==> config.mk <==
export PLATFORM = sky130hd
export DESIGN_NAME = rr_arb_mux
export DESIGN_NICKNAME = d
export VERILOG_FILES = /design/src/rtl/rr_arb_mux.sv
export SDC_FILE = /design/constraint.sdc
export NUM_CORES = 1
export LEC_CHECK = 0
export ABC_AREA = 1
export ABC_CLOCK_PERIOD_IN_PS = 3400
export CAP_MARGIN = 20
export CORE_MARGIN = 2
export CORE_UTILIZATION = 25
export CTS_CLUSTER_DIAMETER = 80
export DETAILED_ROUTE_END_ITERATION = 7
export GPL_TIMING_DRIVEN = 0
export PLACE_DENSITY = 0.57
export REMOVE_ABC_BUFFERS = 1
export SLEW_MARGIN = 20
export SYNTH_ARGS = -nofsm -noshare
export SYNTH_HDL_FRONTEND = slang
export SYNTH_SLANG_ARGS = --single-unit
==> constraint.sdc <==
create_clock -name clk -period 3.4 [get_ports clk]
set_clock_uncertainty 0.1 [all_clocks]
set_input_delay 1.02 -clock clk [delete_from_list [all_inputs] [get_ports clk]]
set_output_delay 1.02 -clock clk [all_outputs]
set_load 0.01 [all_outputs]
==> src/rtl/rr_arb_mux.sv <==
// N-channel round-robin arbitrated mux with a one-deep registered output and valid/ready on every port.
// Define RR_ARB_MUX_FIXED_PRI_EN to build fixed lowest-index-wins priority instead of round-robin.
module rr_arb_mux #(
  parameter int WIDTH    = 5,
  parameter int CHANNELS = 4,
  parameter int SEL_W    = $clog2(CHANNELS)
) (
  input  logic                      clk,
  input  logic                      rst_n,
  input  logic [CHANNELS*WIDTH-1:0] in_data,
  input  logic [CHANNELS-1:0]       in_valid,
  output logic [CHANNELS-1:0]       in_ready,
  output logic [WIDTH-1:0]          out_data,
  output logic [SEL_W-1:0]          out_chan,
  output logic                      out_valid,
  input  logic                      out_ready
);

  typedef enum logic {EMPTY = 1'b0, FULL = 1'b1} state_t;

  state_t             state_p1, state_nxt;
  logic [WIDTH-1:0]   data_p1;
  logic [SEL_W-1:0]   chan_p1;
  logic [SEL_W-1:0]   start;
  logic [SEL_W-1:0]   gnt;
  logic               gnt_vld;
  logic [WIDTH-1:0]   sel_data;
  logic               can_load;
  logic               accept;

`ifdef RR_ARB_MUX_FIXED_PRI_EN
  assign start = '0;
`else
  logic [SEL_W-1:0] ptr_p1;

  assign start = ptr_p1;

  // Pointer moves one past the winner; explicit wrap keeps non-power-of-2 counts legal.
  always_ff @(posedge clk or negedge rst_n) begin
    if (!rst_n) begin
      ptr_p1 <= '0;
    end else if (accept) begin
      ptr_p1 <= (gnt == SEL_W'(CHANNELS - 1)) ? '0 : gnt + SEL_W'(1);
    end
  end
`endif

  // Scan from the far end back to start so the nearest valid channel is the last one written.
  always_comb begin
    logic [SEL_W:0]   sum;
    logic [SEL_W-1:0] idx;
    gnt     = '0;
    gnt_vld = 1'b0;
    sum     = '0;
    idx     = '0;
    for (int k = CHANNELS - 1; k >= 0; k--) begin
      sum = {1'b0, start} + (SEL_W + 1)'(k);
      if (sum >= (SEL_W + 1)'(CHANNELS)) begin
        sum = sum - (SEL_W + 1)'(CHANNELS);
      end
      idx = sum[SEL_W-1:0];
      if (in_valid[idx]) begin
        gnt     = idx;
        gnt_vld = 1'b1;
      end
    end
  end

  always_comb begin
    sel_data = '0;
    for (int i = 0; i < CHANNELS; i++) begin
      if (SEL_W'(i) == gnt) begin
        sel_data = in_data[i*WIDTH +: WIDTH];
      end
    end
  end

  assign can_load = (state_p1 == EMPTY) | out_ready;

  always_comb begin
    in_ready = '0;
    if (rst_n && can_load && gnt_vld) begin
      in_ready[gnt] = 1'b1;
    end
  end

  assign accept = |(in_valid & in_ready);

  // ---- output register stage (p1) ----
  always_ff @(posedge clk or negedge rst_n) begin
    if (!rst_n) begin
      state_p1 <= EMPTY;
    end else begin
      state_p1 <= state_nxt;
    end
  end

  always_comb begin
    state_nxt = state_p1;
    case (state_p1)
      EMPTY:   if (accept) state_nxt = FULL;
      FULL:    if (out_ready && !accept) state_nxt = EMPTY;
      default: state_nxt = EMPTY;
    endcase
  end

  always_ff @(posedge clk or negedge rst_n) begin
    if (!rst_n) begin
      data_p1 <= '0;
      chan_p1 <= '0;
    end else if (accept) begin
      data_p1 <= sel_data;
      chan_p1 <= gnt;
    end
  end

  always_comb begin
    out_valid = (state_p1 == FULL);
    out_data  = data_p1;
    out_chan  = chan_p1;
  end

endmodule

==> results.tsv, run 1 <==
stage	metric	value	unit
yosys	synth_seq_cells	10	
placement	port_buffers	38	
yosys	yosysWarnings	0	
final_layout	syn_to_final_growth	81.4	%
clocking	cts_max_level	1	
drt	wl	2840	microns
power	ir_worst_vdd	0.447	mV
clocking	ctsRootBufferMaster	clkbuf_4	
global_routing	grt_usage	15.3	%
floorplan	die_w	64.1	microns
clocking	clk_pin_slew	0.06	ns
drt	drtIter0Drc	19	
timing	setup_viol	0	
drt	route.met3.wl	169	microns
floorplan	ios	39	
run_status	outcome	completed	
final_layout	final_nets	229	
timing	hold_violations	0	
floorplan	num_rows	21	
job	drv_cap	0	
power	p_per_area	1110	nW/um^2
global_routing	grt_antenna_before_repair	0	
drt	first_pass_iters	4	
global_routing	grt_overflow	0	
floorplan	dieArea	4100	sq um
final_layout	fin_util	48.3	%
clocking	tritoncts.num_buffers	3	
final_layout	fillers	338	
worst_setup_path	critPathKind	in -> out	
timing	drv_slew	0	
timing	grt_setup_unrepaired	true	
drt	ant_nets	0	
drt	vias	1111	
power	fin_total_pwr	1.82	mW
placement	gp_congestion	0.714	
global_routing	grt_pass1_wl	4940	microns
yosys	ys_seq_area_share	27.7	%
clocking	cts.sinks	10	
yosys	synth.distinct_cells	20	
clocking	cts_tree	done	
drt	wire_per_inst	11.7	microns
drt	drc	0	
hold_path	hold_depth	2	
clocking	clk-insertion-delay-late	0.26	ns
drt	top_layer	met4	
timing	whs	0.379	ns
power	leakagePower	0.779	nW
worst_setup_path	rrSetupSlack	0.64	ns
timing	worstMarginPinSlew	0.339	ns
yosys	syn_area	902	sq um
placement	place_hpwl	1960	microns
timing	final.period_utilization	99.7	%
clocking	cts_max_path_buffers	2	
yosys	synth.avg_cell_area	6.22	sq um
hold_path	hold_class	reg -> reg	
worst_setup_path	end_kind	primary output	
drt	wl_met1	1030	microns
floorplan	core_area	3390	sq um
floorplan	die_y	64.1	microns
worst_setup_path	worstPathArrival	2.27	ns
timing	slew_headroom	77.3	%
final_layout	final_layout_size_suffix_gt1_share	37.8	%
global_routing	grt_max_degree	13	
drt	vias_per_cell	4.59	
worst_setup_path	critical_path.max_fanout	3	
floorplan	start_util	26.6	%
timing	fmax	295	MHz
timing	fin_crit	3.39	ns
worst_setup_path	worst_ep_required_time	2.28	ns
worst_setup_path	worstRegToRegCells	17	
drt	wl_met2	1530	microns
final_layout	antenna_cells	0	
global_routing	grt_pass1_vias	1201	
yosys	netlist_instances	145	
worst_setup_path	cp-start-kind	primary input	
==> repair_timing <==
item | CTS | global route
pin swaps | 17 | 11
setup buffers | 12 | 1
gates resized for setup | 89 | 13
hold buffers | 0 | 0
setup endpoints to repair | 9 | 4
==> final timing paths <==
check,startpoint,to
setup / recovery,in_valid[0],in_ready[0]
hold / removal,out_data[1],out_data[1]
setup reg to reg,ptr_p1[0],out_data[1]
hold reg to reg,out_data[1],out_data[1]
max in group asynchronous,rst_n,ptr_p1[0]
min in group asynchronous,rst_n,out_valid
==> power by group <==
part | switching, mW | internal (mW) | total (mW)
clock network | 0.0364 | 0.0407 | 0.0771
registers | 0.0557 | 0.179 | 0.234
logic | 0.830 | 0.675 | 1.50
total | 0.922 | 0.894 | 1.82
==> logic make-up (layout without fill, tap and decap cells) <==
kind of cell             after synthesis  after routing  synth area share, %
flip-flops                            10             10                 27.7
buffers and inverters                 18             69                 8.60
adder cells (fa/ha/maj)                4              4                 5.55
AO/OA/AOI/OAI                         20             20                 11.5
AND/OR/NAND/NOR                       93             93                 46.6
==> per-layer routing <==
layer	up-vias	track usage, %
met5	-	0
met4	0	8.15
met3	12	4.40
met2	41	29.3
met1	499	14.4
li1	559	-
==> Yosys cell counts (all sizes together) <==
cell | n | area share, %
nand2 | 74 | 34
dfrtp | 10 | 28
inv | 15 | 6.5
nand3 | 4 | 2.2
o21a | 1 | 0.83
nor2 | 11 | 7.2
a31oi | 1 | 0.69
nand4 | 4 | 2.8
ha | 4 | 5.5
buf | 1 | 1.2
a21oi | 6 | 3.3
o21ai | 12 | 6.7
clkbuf | 2 | 0.83
==> cell type report <==
cell class,count,area (sq um),share of cell area (%)
clock buffers,3,22.5,1.38
inverters,15,66.3,4.05
multi-input cells,117,752,45.9
flip-flops and latches,10,251,15.4
well taps,46,57.6,3.52
repair buffers,51,487,29.7
==> sequential cells by signal, summed over array words and instances, names as in the netlist <==
signal and flops:
out_chan 2, out_data 5, out_valid 1, ptr_p1 2
==> through the flow <==
step	instance area (sq um)	setup WS, ns	setup TNS [ns]	cells
2_1_floorplan	883	0.0608	0	142
3_3_place_gp	1320	-1.17	-6.08	226
3_5_place_dp	1320	-1.32	-7.89	226
4_1_cts	1600	0.00547	0	241
5_1_grt	1640	-0.0431	-0.117	242
6_report	1640	0.0119	0	242
==> worst max-delay path, stage by stage <==
cell	delay [ns]
buf_8	0.09
nand2_4	0.05
nand2_4	0.10
nand3_4	0.09
nand2_2	0.09
inv_2	0.04
a31oi_4	0.22
inv_2	0.08
buf_6	0.12
ha_4	0.15
inv_2	0.05
nor2_1	0.03
buf_2	0.13
==> cell usage in the layout, fill, tap and decap left out, drive strengths merged <==
cell type and n:
clkdlybuf4s15 1, nand3 4, clkdlybuf4s50 29, o21a 1, o21ai 12, nand4 4, nand2 74, dfrtp 10
ha 4, inv 15, nor2 11, a31oi 1, clkbuf 3, a21oi 6, buf 21
(Power assumes the default switching activity.)
==> inputs of run 2 (changes only) <==
--- a/config.mk
+++ b/config.mk
@@ -8,8 +8,10 @@
 export ABC_AREA = 1
 export ABC_CLOCK_PERIOD_IN_PS = 3400
 export CAP_MARGIN = 20
+export CORE_ASPECT_RATIO = 1.4
 export CORE_MARGIN = 2
 export CORE_UTILIZATION = 25
+export CTS_BUF_LIST = sky130_fd_sc_hd__clkbuf_8
 export CTS_CLUSTER_DIAMETER = 80
 export DETAILED_ROUTE_END_ITERATION = 7
 export GPL_TIMING_DRIVEN = 0
==> run 2 against run 1 <==
Against the previous run: first-iteration DRC count decreased by 32%; critical path depth did not move; sequential power up 4%; die area increased by 0.17%; via count grew 1.7%.
==> results.tsv, run 2 (synthesis results as in run 1) <==
stage	metric	value	unit	change
run_status	outcome	completed		
drt	wire_per_inst	12.4	microns	+5.4%
worst_setup_path	worstPathArrival	2.24	ns	-0.03 ns
placement	place_hpwl	1980	microns	+0.61%
clocking	clk_pin_slew	0.05	ns	about the same
worst_setup_path	worstReg2RegStart	ptr_p1[0]		
power	leakagePower	0.851	nW	+9.3%
final_layout	fin_area	1750	sq um	+7.1%
timing	fin_crit	3.36	ns	-0.0266 ns
final_layout	final_nets	236		+3.1%
floorplan	core_area	3410	sq um	+0.59%
timing	worstMarginPinSlew	0.358	ns	+0.0187 ns
timing	tns	0	ns	unchanged
worst_setup_path	critPathKind	in -> out		
global_routing	grt_max_degree	13		unchanged
final_layout	fillers	339		+0.30%
clocking	tritoncts.num_buffers	3		unchanged
global_routing	grt_pass1_vias	1112		-7.4%
final_layout	ff_latch_area	251	sq um	unchanged
timing	final.period_utilization	98.9	%	-0.78 points
drt	wl	3020	microns	+6.3%
timing	fmax	297	MHz	+0.79%
drt	vias_per_cell	4.63		+0.88%
timing	drv_slew	0		unchanged
worst_setup_path	path_buf_inv	5		-1
worst_setup_path	critical_path.max_fanout	4		+1
placement	gp_congestion	0.720		+0.81%
final_layout	fin_util	51.4	%	+3.1 points
final_layout	antenna_cells	0		unchanged
floorplan	num_rows	25		+19%
clocking	cts.sinks	10		unchanged
hold_path	hold_class	reg -> reg		
placement	port_buffers	38		unchanged
worst_setup_path	cp_slowest_stage_delay	0.15	ns	-0.07 ns
drt	vias	1130		+1.7%
timing	hold_violations	0		unchanged
final_layout	syn_to_final_growth	94.3	%	
drt	ant_nets	0		unchanged
worst_setup_path	path_cells	buf_6, nand2_4, nand2_4, buf_4, nor2_4, nor2_2, nand3_2, nand2_4, inv_4, ha_4, inv_4, nor2_1, buf_2		
clocking	clk-insertion-delay-late	0.23	ns	-0.03 ns
global_routing	grt_antenna_before_repair	0		unchanged
final_layout	final_cell_mix	nand2_1 (50), clkdlybuf4s50_1 (29), buf_4 (17), nand2_4 (16), o21ai_0 (10)		
power	p_per_area	1140	nW/um^2	+2.6%
placement	placed_area	1310	sq um	-0.57%
floorplan	start_util	26.5	%	-0.16 points
global_routing	grt_usage	14.8	%	-0.56 points
clocking	cts_tree	done		
power	ir_worst_vdd	0.574	mV	+28%
timing	slew_headroom	76.2	%	-1.2 points
final_layout	largest_register_ffs	5		unchanged
floorplan	die_y	75.1	microns	+17%
worst_setup_path	end_kind	primary output		
clocking	cts_max_path_buffers	2		unchanged
timing	grt_setup_unrepaired	true		
worst_setup_path	crit_start	in_valid[2]		
final_layout	final_layout_size_suffix_gt1_share	40.7	%	+2.9 points
clocking	hold_buffers	0		unchanged
drt	first_pass_iters	4		unchanged
worst_setup_path	critPathTopFamily	simple AND/OR/NAND/NOR gates		
floorplan	dieArea	4110	sq um	+0.17%
timing	setup_viol	0		unchanged
job	drv_cap	0		unchanged
floorplan	die_w	54.8	microns	-15%
worst_setup_path	cp-start-kind	primary input		
hold_path	hold_start	out_data[3]		
floorplan	ios	39		unchanged
drt	drc	0		unchanged
worst_setup_path	crit_slowest_cell	ha_4		
worst_setup_path	cp_common_cell	nand2_4		
global_routing	grt_overflow	0		unchanged
drt	drtIter0Drc	13		-6
clocking	ctsRootBufferMaster	clkbuf_8		
final_layout	multiInputGateArea	796	sq um	+5.8%
final_layout	final_common_cell	nand2_1		
clocking	cts_max_level	1		unchanged
worst_setup_path	worst_ep_required_time	2.28	ns	about the same
global_routing	grt_pass1_wl	4480	microns	-9.4%
-- run 2: power breakdown --
group	internal (mW)	switching [mW]
Combinational	0.740	0.868
Clock	0.102	0.0438
Sequential	0.179	0.0645
Total	1.02	0.976
-- run 2: routing by layer --
layer  global-route usage [%]  up-vias  routed length (microns)
li1                         -      574                        -
met1                     13.6      523                     1050
met2                     30.6       29                     1780
met3                     2.78        4                      114
met4                     3.89        0                       72
met5                        0        -                        0
-- run 2: cell type report --
type,instances,share of cell area (%)
tap,40,2.86
clock buffer,4,3.14
sequential,10,14.3
timing repair buffer,58,30.2
inverter,15,4.07
multi-input combinational,117,45.4
-- run 2: final timing paths --
kind	cells past startpoint	slack [ns]	end
worst max-delay path	13	0.04	in_ready[2]
worst min-delay path	2	0.38	out_data[3]
worst max register to register	20	0.56	out_data[0]
worst min register to register	2	0.38	out_data[3]
max in group asynchronous	1	2.42	ptr_p1[0]
min in group asynchronous	1	0.55	out_chan[1]
-- run 2: stage by stage --
step                std cells  hold WS, ns  setup WS, ns  power, mW
detailed placement        220        0.369         -1.22       1.26
CTS                       236        0.386       0.00529       1.78
global placement          220        0.366         -1.20       1.24
global route              244        0.415       -0.0323       2.16
finish                    244        0.382        0.0385       2.00
floorplan                 142        0.392        0.0608      0.925
-- run 2: repair_timing --
item | CTS | global route
hold endpoints to repair | 0 | 0
setup buffers | 12 | 8
setup endpoints to repair | 9 | 4
resized for setup | 75 | 36
pin swaps | 14 | 14
-- run 2: worst reg2reg max path, delay by kind of cell, from the launching register on --
| kind | cells | cell delay (ns) |
|---|---|---|
| AO/OA/AOI/OAI | 3 | 0.38 |
| adder cells (fa/ha/maj) | 1 | 0.13 |
| buffers and inverters | 7 | 0.68 |
| flip-flops | 1 | 0.58 |
| AND/OR/NAND/NOR | 9 | 0.91 |
